<file path="src/rtl/writeback_regfile_if.sv">
// W-stage bundle between the M->W pipeline register, decode and the write-back
// register file; master drives the W-stage inputs and decode read addresses.
interface writeback_regfile_if #(
  parameter int XLEN  = 32,
  parameter int CNT_W = 64,
  parameter int AW    = 5
);
  logic [XLEN-1:0]  iPCW;
  logic [XLEN-1:0]  iImmExtW;
  logic [XLEN-1:0]  iMemDataOutW;
  logic [XLEN-1:0]  iAluOutW;
  logic [AW-1:0]    iDestRegW;
  logic [2:0]       iResultSrcW;
  logic             iRegWriteEnW;
  logic [2:0]       iFunct3W;
  logic             iValidW;
  logic [AW-1:0]    iRs1D;
  logic [AW-1:0]    iRs2D;
  logic [XLEN-1:0]  oRd1D;
  logic [XLEN-1:0]  oRd2D;
  logic [XLEN-1:0]  oResultW;
  logic [CNT_W-1:0] oRetireCnt;

  modport master (
    output iPCW, iImmExtW, iMemDataOutW, iAluOutW,
    output iDestRegW, iResultSrcW, iRegWriteEnW,
    output iFunct3W, iValidW, iRs1D, iRs2D,
    input  oRd1D, oRd2D, oResultW, oRetireCnt
  );

  modport slave (
    input  iPCW, iImmExtW, iMemDataOutW, iAluOutW,
    input  iDestRegW, iResultSrcW, iRegWriteEnW,
    input  iFunct3W, iValidW, iRs1D, iRs2D,
    output oRd1D, oRd2D, oResultW, oRetireCnt
  );
endinterface

</file>
<file path="src/rtl/writeback_regfile.sv">
// RV32I write-back stage: result select, load alignment, register file
// with write-through read bypass, and retired-instruction counter.
module writeback_regfile #(
  parameter int NUM_REGS = 32,
  parameter int XLEN     = 32,
  parameter int CNT_W    = 64
) (
  input logic                iClk,
  input logic                iRstN,
  writeback_regfile_if.slave bus
);
  localparam int AW = $clog2(NUM_REGS);

  logic [XLEN-1:0]  regs [NUM_REGS];
  logic [CNT_W-1:0] retire_cnt;
  logic [XLEN-1:0]  load_data;
  logic [XLEN-1:0]  result;
  logic [1:0]       off;
  logic [7:0]       ld_byte;
  logic [15:0]      ld_half;
  logic             wr_en;

  assign off     = bus.iAluOutW[1:0];
  assign ld_byte = bus.iMemDataOutW[8*off +: 8];
  assign ld_half = off[1] ? bus.iMemDataOutW[31:16]
                          : bus.iMemDataOutW[15:0];

  always_comb begin
    load_data = bus.iMemDataOutW;
    unique case (1'b1)
      (bus.iFunct3W == 3'b000):
        load_data = {{24{ld_byte[7]}}, ld_byte};
      (bus.iFunct3W == 3'b100):
        load_data = {24'd0, ld_byte};
      (bus.iFunct3W == 3'b001):
        load_data = {{16{ld_half[15]}}, ld_half};
      (bus.iFunct3W == 3'b101):
        load_data = {16'd0, ld_half};
      default:
        load_data = bus.iMemDataOutW;
    endcase
  end

  always_comb begin
    result = bus.iAluOutW;
    unique case (1'b1)
      (bus.iResultSrcW == 3'b001):
        result = load_data;
      (bus.iResultSrcW == 3'b010):
        result = bus.iPCW + 32'd4;
      (bus.iResultSrcW == 3'b011):
        result = bus.iImmExtW;
      (bus.iResultSrcW == 3'b100):
        result = bus.iPCW + bus.iImmExtW;
      default:
        result = bus.iAluOutW;
    endcase
  end

  assign wr_en = bus.iRegWriteEnW && (bus.iDestRegW != '0);

  always_ff @(posedge iClk or negedge iRstN) begin
    if (!iRstN) begin
      for (int i = 0; i < NUM_REGS; i++)
        regs[i] <= '0;
      retire_cnt <= '0;
    end else begin
      if (wr_en)
        regs[bus.iDestRegW] <= result;
      if (bus.iValidW)
        retire_cnt <= retire_cnt + CNT_W'(1);
    end
  end

  // x0 is never written, but the explicit guard keeps reads of it zero
  function automatic logic [XLEN-1:0] rd_port(
    input logic [AW-1:0] rs
  );
    if (wr_en && rs == bus.iDestRegW)
      return result;
    else if (rs == '0)
      return '0;
    else
      return regs[rs];
  endfunction

  assign bus.oRd1D      = rd_port(bus.iRs1D);
  assign bus.oRd2D      = rd_port(bus.iRs2D);
  assign bus.oResultW   = result;
  assign bus.oRetireCnt = retire_cnt;
endmodule
</file>
<file path="src/flat_wrapper.sv">
// flat-port wrapper written by rule: the top's interface ports become plain ports
module writeback_regfile_flat 
#(
  parameter int NUM_REGS = 32,
  parameter int XLEN     = 32,
  parameter int CNT_W    = 64
)
  (iClk, iRstN, bus_iPCW, bus_iImmExtW, bus_iMemDataOutW, bus_iAluOutW, bus_iDestRegW, bus_iResultSrcW, bus_iRegWriteEnW, bus_iFunct3W, bus_iValidW, bus_iRs1D, bus_iRs2D, bus_oRd1D, bus_oRd2D, bus_oResultW, bus_oRetireCnt);
  writeback_regfile_if #(.XLEN(XLEN), .CNT_W(CNT_W)) bus_i ();
  input logic iClk;
  input logic iRstN;
  input wire logic [$bits(bus_i.iPCW)-1:0] bus_iPCW;
  input wire logic [$bits(bus_i.iImmExtW)-1:0] bus_iImmExtW;
  input wire logic [$bits(bus_i.iMemDataOutW)-1:0] bus_iMemDataOutW;
  input wire logic [$bits(bus_i.iAluOutW)-1:0] bus_iAluOutW;
  input wire logic [$bits(bus_i.iDestRegW)-1:0] bus_iDestRegW;
  input wire logic [$bits(bus_i.iResultSrcW)-1:0] bus_iResultSrcW;
  input wire logic [$bits(bus_i.iRegWriteEnW)-1:0] bus_iRegWriteEnW;
  input wire logic [$bits(bus_i.iFunct3W)-1:0] bus_iFunct3W;
  input wire logic [$bits(bus_i.iValidW)-1:0] bus_iValidW;
  input wire logic [$bits(bus_i.iRs1D)-1:0] bus_iRs1D;
  input wire logic [$bits(bus_i.iRs2D)-1:0] bus_iRs2D;
  output wire logic [$bits(bus_i.oRd1D)-1:0] bus_oRd1D;
  output wire logic [$bits(bus_i.oRd2D)-1:0] bus_oRd2D;
  output wire logic [$bits(bus_i.oResultW)-1:0] bus_oResultW;
  output wire logic [$bits(bus_i.oRetireCnt)-1:0] bus_oRetireCnt;
  assign bus_i.iPCW = bus_iPCW;
  assign bus_i.iImmExtW = bus_iImmExtW;
  assign bus_i.iMemDataOutW = bus_iMemDataOutW;
  assign bus_i.iAluOutW = bus_iAluOutW;
  assign bus_i.iDestRegW = bus_iDestRegW;
  assign bus_i.iResultSrcW = bus_iResultSrcW;
  assign bus_i.iRegWriteEnW = bus_iRegWriteEnW;
  assign bus_i.iFunct3W = bus_iFunct3W;
  assign bus_i.iValidW = bus_iValidW;
  assign bus_i.iRs1D = bus_iRs1D;
  assign bus_i.iRs2D = bus_iRs2D;
  assign bus_oRd1D = bus_i.oRd1D;
  assign bus_oRd2D = bus_i.oRd2D;
  assign bus_oResultW = bus_i.oResultW;
  assign bus_oRetireCnt = bus_i.oRetireCnt;
  writeback_regfile #(.NUM_REGS(NUM_REGS), .XLEN(XLEN), .CNT_W(CNT_W)) u_core (.iClk(iClk), .iRstN(iRstN), .bus(bus_i));
endmodule
</file>
<file path="config.mk">
export PLATFORM = sky130hd
export DESIGN_NAME = writeback_regfile_flat
export DESIGN_NICKNAME = d
export VERILOG_FILES = /design/src/rtl/writeback_regfile_if.sv /design/src/rtl/writeback_regfile.sv /design/src/flat_wrapper.sv
export SDC_FILE = /design/constraint.sdc
export NUM_CORES = 2
export LEC_CHECK = 0
export ABC_CLOCK_PERIOD_IN_PS = 4100
export CAP_MARGIN = 25
export CORE_MARGIN = 5
export CORE_UTILIZATION = 61
export CTS_CLUSTER_SIZE = 24
export DETAILED_ROUTE_END_ITERATION = 10
export PLACE_DENSITY = 0.78
export SKIP_CTS_REPAIR_TIMING = 1
export SLEW_MARGIN = 20
export SYNTH_ARGS = -nofsm -noshare
export SYNTH_HDL_FRONTEND = slang
export SYNTH_SLANG_ARGS = --single-unit
export TNS_END_PERCENT = 50
</file>
<file path="constraint.sdc">
create_clock -name iClk -period 4.1 [get_ports iClk]
set_clock_uncertainty 0.15 [all_clocks]
set_input_delay 0.615 -clock iClk [delete_from_list [all_inputs] [get_ports iClk]]
set_output_delay 0.615 -clock iClk [all_outputs]
set_load 0.01 [all_outputs]
</file>
### Word level (Yosys, flattened, before mapping)

Index checks and enable logic that the tools add are counted.
Widths: inputs -> output; s select.

| storage, ports and cells | value |
|---|---|
| logic and storage cells | 77 |
| input port bits | 153 |
| output and inout bits | 160 |
| register bits | 1088 |

| cells by class | value |
|---|---|
| shifts and indexed selects | 1 |
| bitwise operators | 3 |
| $add $sub $neg | 3 |
| mux-type cells | 16 |
| equal/unequal tests | 9 |
| magnitude comparators | 4 |
| reduce and logical (&&, ||, !) cells | 8 |

Operator list:

| kind | count |
|---|---|
| $bwmux 1024 | 1 |
| $bmux 32 s5 | 2 |
| $mux 32 | 9 |
| $pmux 32 s4 | 2 |
| $demux 32 s5 | 1 |
| $add 64x1->64 const B | 1 |
| $add 32x3->32 const B | 1 |
| $add 32x32->32 | 1 |
| $shiftx 32x6->8 | 1 |
| $ge 6x6->1 const B | 3 |
| $not 5->6 | 3 |
| $mux 16 | 1 |
| $eq 5x5->1 | 2 |
| $logic_not 5->1 | 2 |
| $eq 3x3->1 const B | 3 |
| $eq 3x1->1 const B | 2 |
| $eq 3x2->1 const B | 2 |
| $lt 6x1->1 const B | 1 |
| $reduce_bool 5->1 | 1 |
| $logic_and 1x1->1 | 4 |
| $logic_not 3->1 | 1 |

### Longest topological paths before layout

| logic depth | value |
|---|---|
| depth after elaboration | 6 |
| depth in mapped cells | 12 |
| mapped depth without buffers | 11 |

### Least setup slack after synthesis

Ideal clock, no wire load.

| path | value |
|---|---|
| kind | input port to output port |
| from | in bus_iImmExtW[0] |
| to | out bus_oRd1D[28] |
| data arrival time | 3.022 ns |
| buffers on the path | 1 |
| path slack | 0.313 ns |
| stages on the path | 12 |
| required time | 3.335 ns |
| cells stage by stage | ha_1 inv_1 fa_1 nand2b_1 a21o_1 a211o_1 a21oi_1 o211ai_1 and3b_1 o31a_1 clkbuf_1 o22ai_1 |

| between the ends | value |
|---|---|
| cells in the longest elaborated chain, start to end | 3 |

Ends and longest elaborated chain:

| item | line | text |
|---|---|---|
| start, declared | flat_wrapper.sv:13 | `input wire logic [$bits(bus_i.iImmExtW)-1:0] bus_iImmExtW;` |
| $add 32x32->32 | writeback_regfile.sv:54 | `result = bus.iPCW + bus.iImmExtW;` |
| $pmux 32 s4 | writeback_regfile.sv:46 | `unique case (1'b1)` |
| $mux 32 | writeback_regfile.sv:79 | `if (wr_en && rs == bus.iDestRegW)` |
| end, declared | flat_wrapper.sv:23 | `output wire logic [$bits(bus_i.oRd1D)-1:0] bus_oRd1D;` |

No other way between the ends.

### Final worst setup path

| path | value |
|---|---|
| from | in bus_iImmExtW[0] |
| to | out bus_oRd1D[24] |

The elaborated chain is that of the path after synthesis.

==> results by group <==
Floorplan
  • Core Footprint: 0.09856 mm^2
  • Initial core utilization: 0.6161
  • DIE AREA: 0.1060 mm^2
  • # rows: 115
  • Number of I/O pins: 313
  • DIE HEIGHT: 325.5 um
  • Die span in x: 325.5 um

Worst setup path
  • Worst endpoint data arrival time: 3.43 ns
  • Top fanout value on the critical path: 6
  • End point of the critical path: bus_oRd1D[24]
  • Worst Path Required: 3.34 ns
  • Critical R2R Capture: u_core.bus.oRetireCnt[53]
  • Critical Path Source: bus_iImmExtW[0]
  • R2r setup slk: 1.21 ns
  • Crit end category: output port
  • CP startpoint kind: input port
  • WS Path Type: input port to output port
  • Reg-to-reg startpoint: u_core.bus.oRetireCnt[24]
  • Worst reg-to-reg path cell count: 8

GRT
  • Grt total ovfl: 0
  • Tot GR Track Use: 0.4102
  • First-pass GRT wire length: 333500 um
  • Vias in the first global route: 55570
  • Initial antenna violation count: 7
  • Largest net degree at the start of global routing: 97

Clock tree
  • Htree depth: 3
  • Deepest clock path buffer count: 3
  • Clock Latency Late Sink: 0.71 ns
  • Clock Tree Root: clkbuf_16
  • Sink Count: 1088
  • CTS buffer count: 111
  • Clock transition at path regs: 0.06 ns
  • CTS tree: built

Pwr
  • Reg power frac: 0.425
  • Pleak: 33.37 nW
  • Net switching power: 10.65 mW
  • Pint: 23.64 mW
  • Total power: 34.29 mW
  • Pwr dens: 462.0 mW/mm^2
  • Worst vdd ir: 0.0004484 V
  • Proportion of power drawn by the clock network: 0.326
  • Sw frac: 0.3106
  • Combinational power share: 0.249

STA
  • PnR worst setup slack: -0.09076 ns
  • Final period util: 1.022
  • Peak Freq: 238.6 MHz
  • Fin. max-slew vios: 0
  • Fin Hold WS: 0.2450 ns
  • Unrepaired setup endpoints after global routing: yes
  • # setup viols final: 6
  • Slew margin rel.: 0.3358
  • Worst Max-Slew Pin Slew: 0.9963 ns
  • Fin crit period: 4.191 ns
  • Fin. Hold Viols: 0

Finish
  • Commonest non-fill, non-tap cell in the layout: o21ai_0
  • Area occupied by multi-input gates: 0.03198 mm^2
  • Filler Cells Inserted: 6306
  • Final Instance Count excl. Fillers: 7848
  • Core Util, Final: 0.7531
  • Commonest cells after routing, fill and taps aside: o21ai_0, dfrtp_1, nand2_1, buf_4, mux4_2
  • Area delta synth->final: 22.23%
  • Register area: 0.02723 mm^2
  • Nets: 6653
  • Share of cells above drive strength 1: 0.2277

Detailed routing
  • DR WL/cell: 28.49 um
  • Starting DRT DRC Count: 7435
  • DRC violations left: 0
  • Drt pass-1 iters: 8
  • Via Count: 55107
  • Routed wire length: 223600 um
  • Via density: 7.022
  • Antenna-violating nets left: 0

Synth
  • Synth Register Bits: 1088
  • Distinct cell type count of the synthesized netlist: 87
  • FFs w/ async S/R, synth: 1.000
  • Synthesized area per cell: 10.07 um^2
  • Most used DFF post-synth: dfrtp_1
  • Share of the yosys chip area belonging to registers: 0.4483
  • Ys Warns: 0
  • Mapped cell area: 0.06073 mm^2
  • Syn Nets: 6218
  • Number of synthesized flops with an enable pin: 0
  • Cell count after synthesis: 6031

Status
  • Failing checks: negative setup slack
  • Outcome: finished, violations left

Placed design
  • IO Port Bufs: 312
  • DP HPWL: 142400 um
  • Placed Cells: 7624
  • Routability Congestion: 0.9658
  • Pre-CTS setup slack: -0.9149 ns

Flow run
  • MaxCap Viol Count: 0

Min path
  • Hold Path Class: flip-flop to flip-flop
## through the flow
step / setup TNS [ns] / instance area (um^2)
detailed placement: -67.18 / 69060
floorplan: 0 / 60730
CTS: -47.38 / 73080
global placement: -61.03 / 69060
finish: -0.2749 / 74220
global route: -1.022 / 74220
## registers in the layout, indices dropped and copies added (netlist names)
name and flops:
u_core.regs 1024, u_core.bus.oRetireCnt 64
## synthesized netlist by cell type (34+ instances only)
cell type / count / area (um^2)
nand2_1: 1060 / 3979
mux4_2: 366 / 8243
mux2_2: 94 / 1059
a221oi_1: 102 / 893.4
xnor2_1: 76 / 665.6
inv_1: 62 / 232.7
nand3_1: 48 / 240.2
xor2_1: 41 / 359.1
buf_2: 72 / 360.4
o21ai_0: 1110 / 5555
a21oi_1: 237 / 1186
a22oi_1: 99 / 743.2
o22ai_1: 68 / 425.4
clkbuf_1: 463 / 1738
buf_1: 34 / 127.6
o211ai_1: 59 / 442.9
mux2i_1: 334 / 3343
dfrtp_1: 1088 / 27230
nor2_1: 249 / 934.7
## cell type report
cell class,instances,share of cell area
Clock buffer,154,0.04229
Antenna cell,1,0.00003371
Sequential cell,1088,0.3668
Tap cell,1287,0.02170
Timing Repair Buffer,904,0.1233
Inverter,62,0.003186
Clock inverter,53,0.01185
Multi-Input combinational cell,4299,0.4308
## per-layer routing
metal / share of wire / GRT usage / vias to the layer above / wire length [um]
li1: - / - / 22806 / -
met1: 0.34 / 0.5097 / 26921 / 76030
met2: 0.44 / 0.6158 / 4164 / 98760
met3: 0.13 / 0.1338 / 1202 / 29340
met4: 0.086 / 0.2792 / 14 / 19260
met5: 0.00096 / 0 / - / 215
## cells by family after synthesis
logic type / share of synthesized area
AO/OA/AOI/OAI: 0.1746
XOR/XNOR: 0.01714
adder cells (fa/ha/maj): 0.007129
buffers and inverters: 0.04244
flip-flops: 0.4483
multiplexers: 0.2082
AND/OR/NAND/NOR: 0.1021
## worst min path at each step
stage                            startpoint                  endpoint  cells past startpoint
after floorplan                       iRstN  u_core.bus.oRetireCnt[0]                      0
after global placement    u_core.regs[1010]         u_core.regs[1010]                      0
after detailed placement  u_core.regs[1007]         u_core.regs[1007]                      0
after CTS                             iRstN          u_core.regs[255]                      1
after global routing      u_core.regs[1007]         u_core.regs[1007]                      0
final                     u_core.regs[1007]         u_core.regs[1007]                      0
## worst max-delay path: stages
cell      delay [ns]
buf_4           0.11
ha_4            0.13
inv_2           0.04
fa_2            0.35
nand2b_4        0.16
a21o_1          0.22
a211o_1         0.39
buf_6           0.16
a211oi_4        0.26
nor3_2          0.08
xnor2_1         0.18
a21oi_2         0.13
buf_12          0.16
o22ai_1         0.25
clkbuf_2        0.19
## power groups by stage
stage	combinational, mW	sequential, mW	clock, mW
after floorplan	5.13	14.1	0
after global placement	7.87	14.4	0
after detailed placement	8.18	14.6	0
after CTS	8.29	14.5	11.2
after global routing	9.20	14.8	11.6
final	8.53	14.6	11.2
Power figures use the tool's default switching activity.
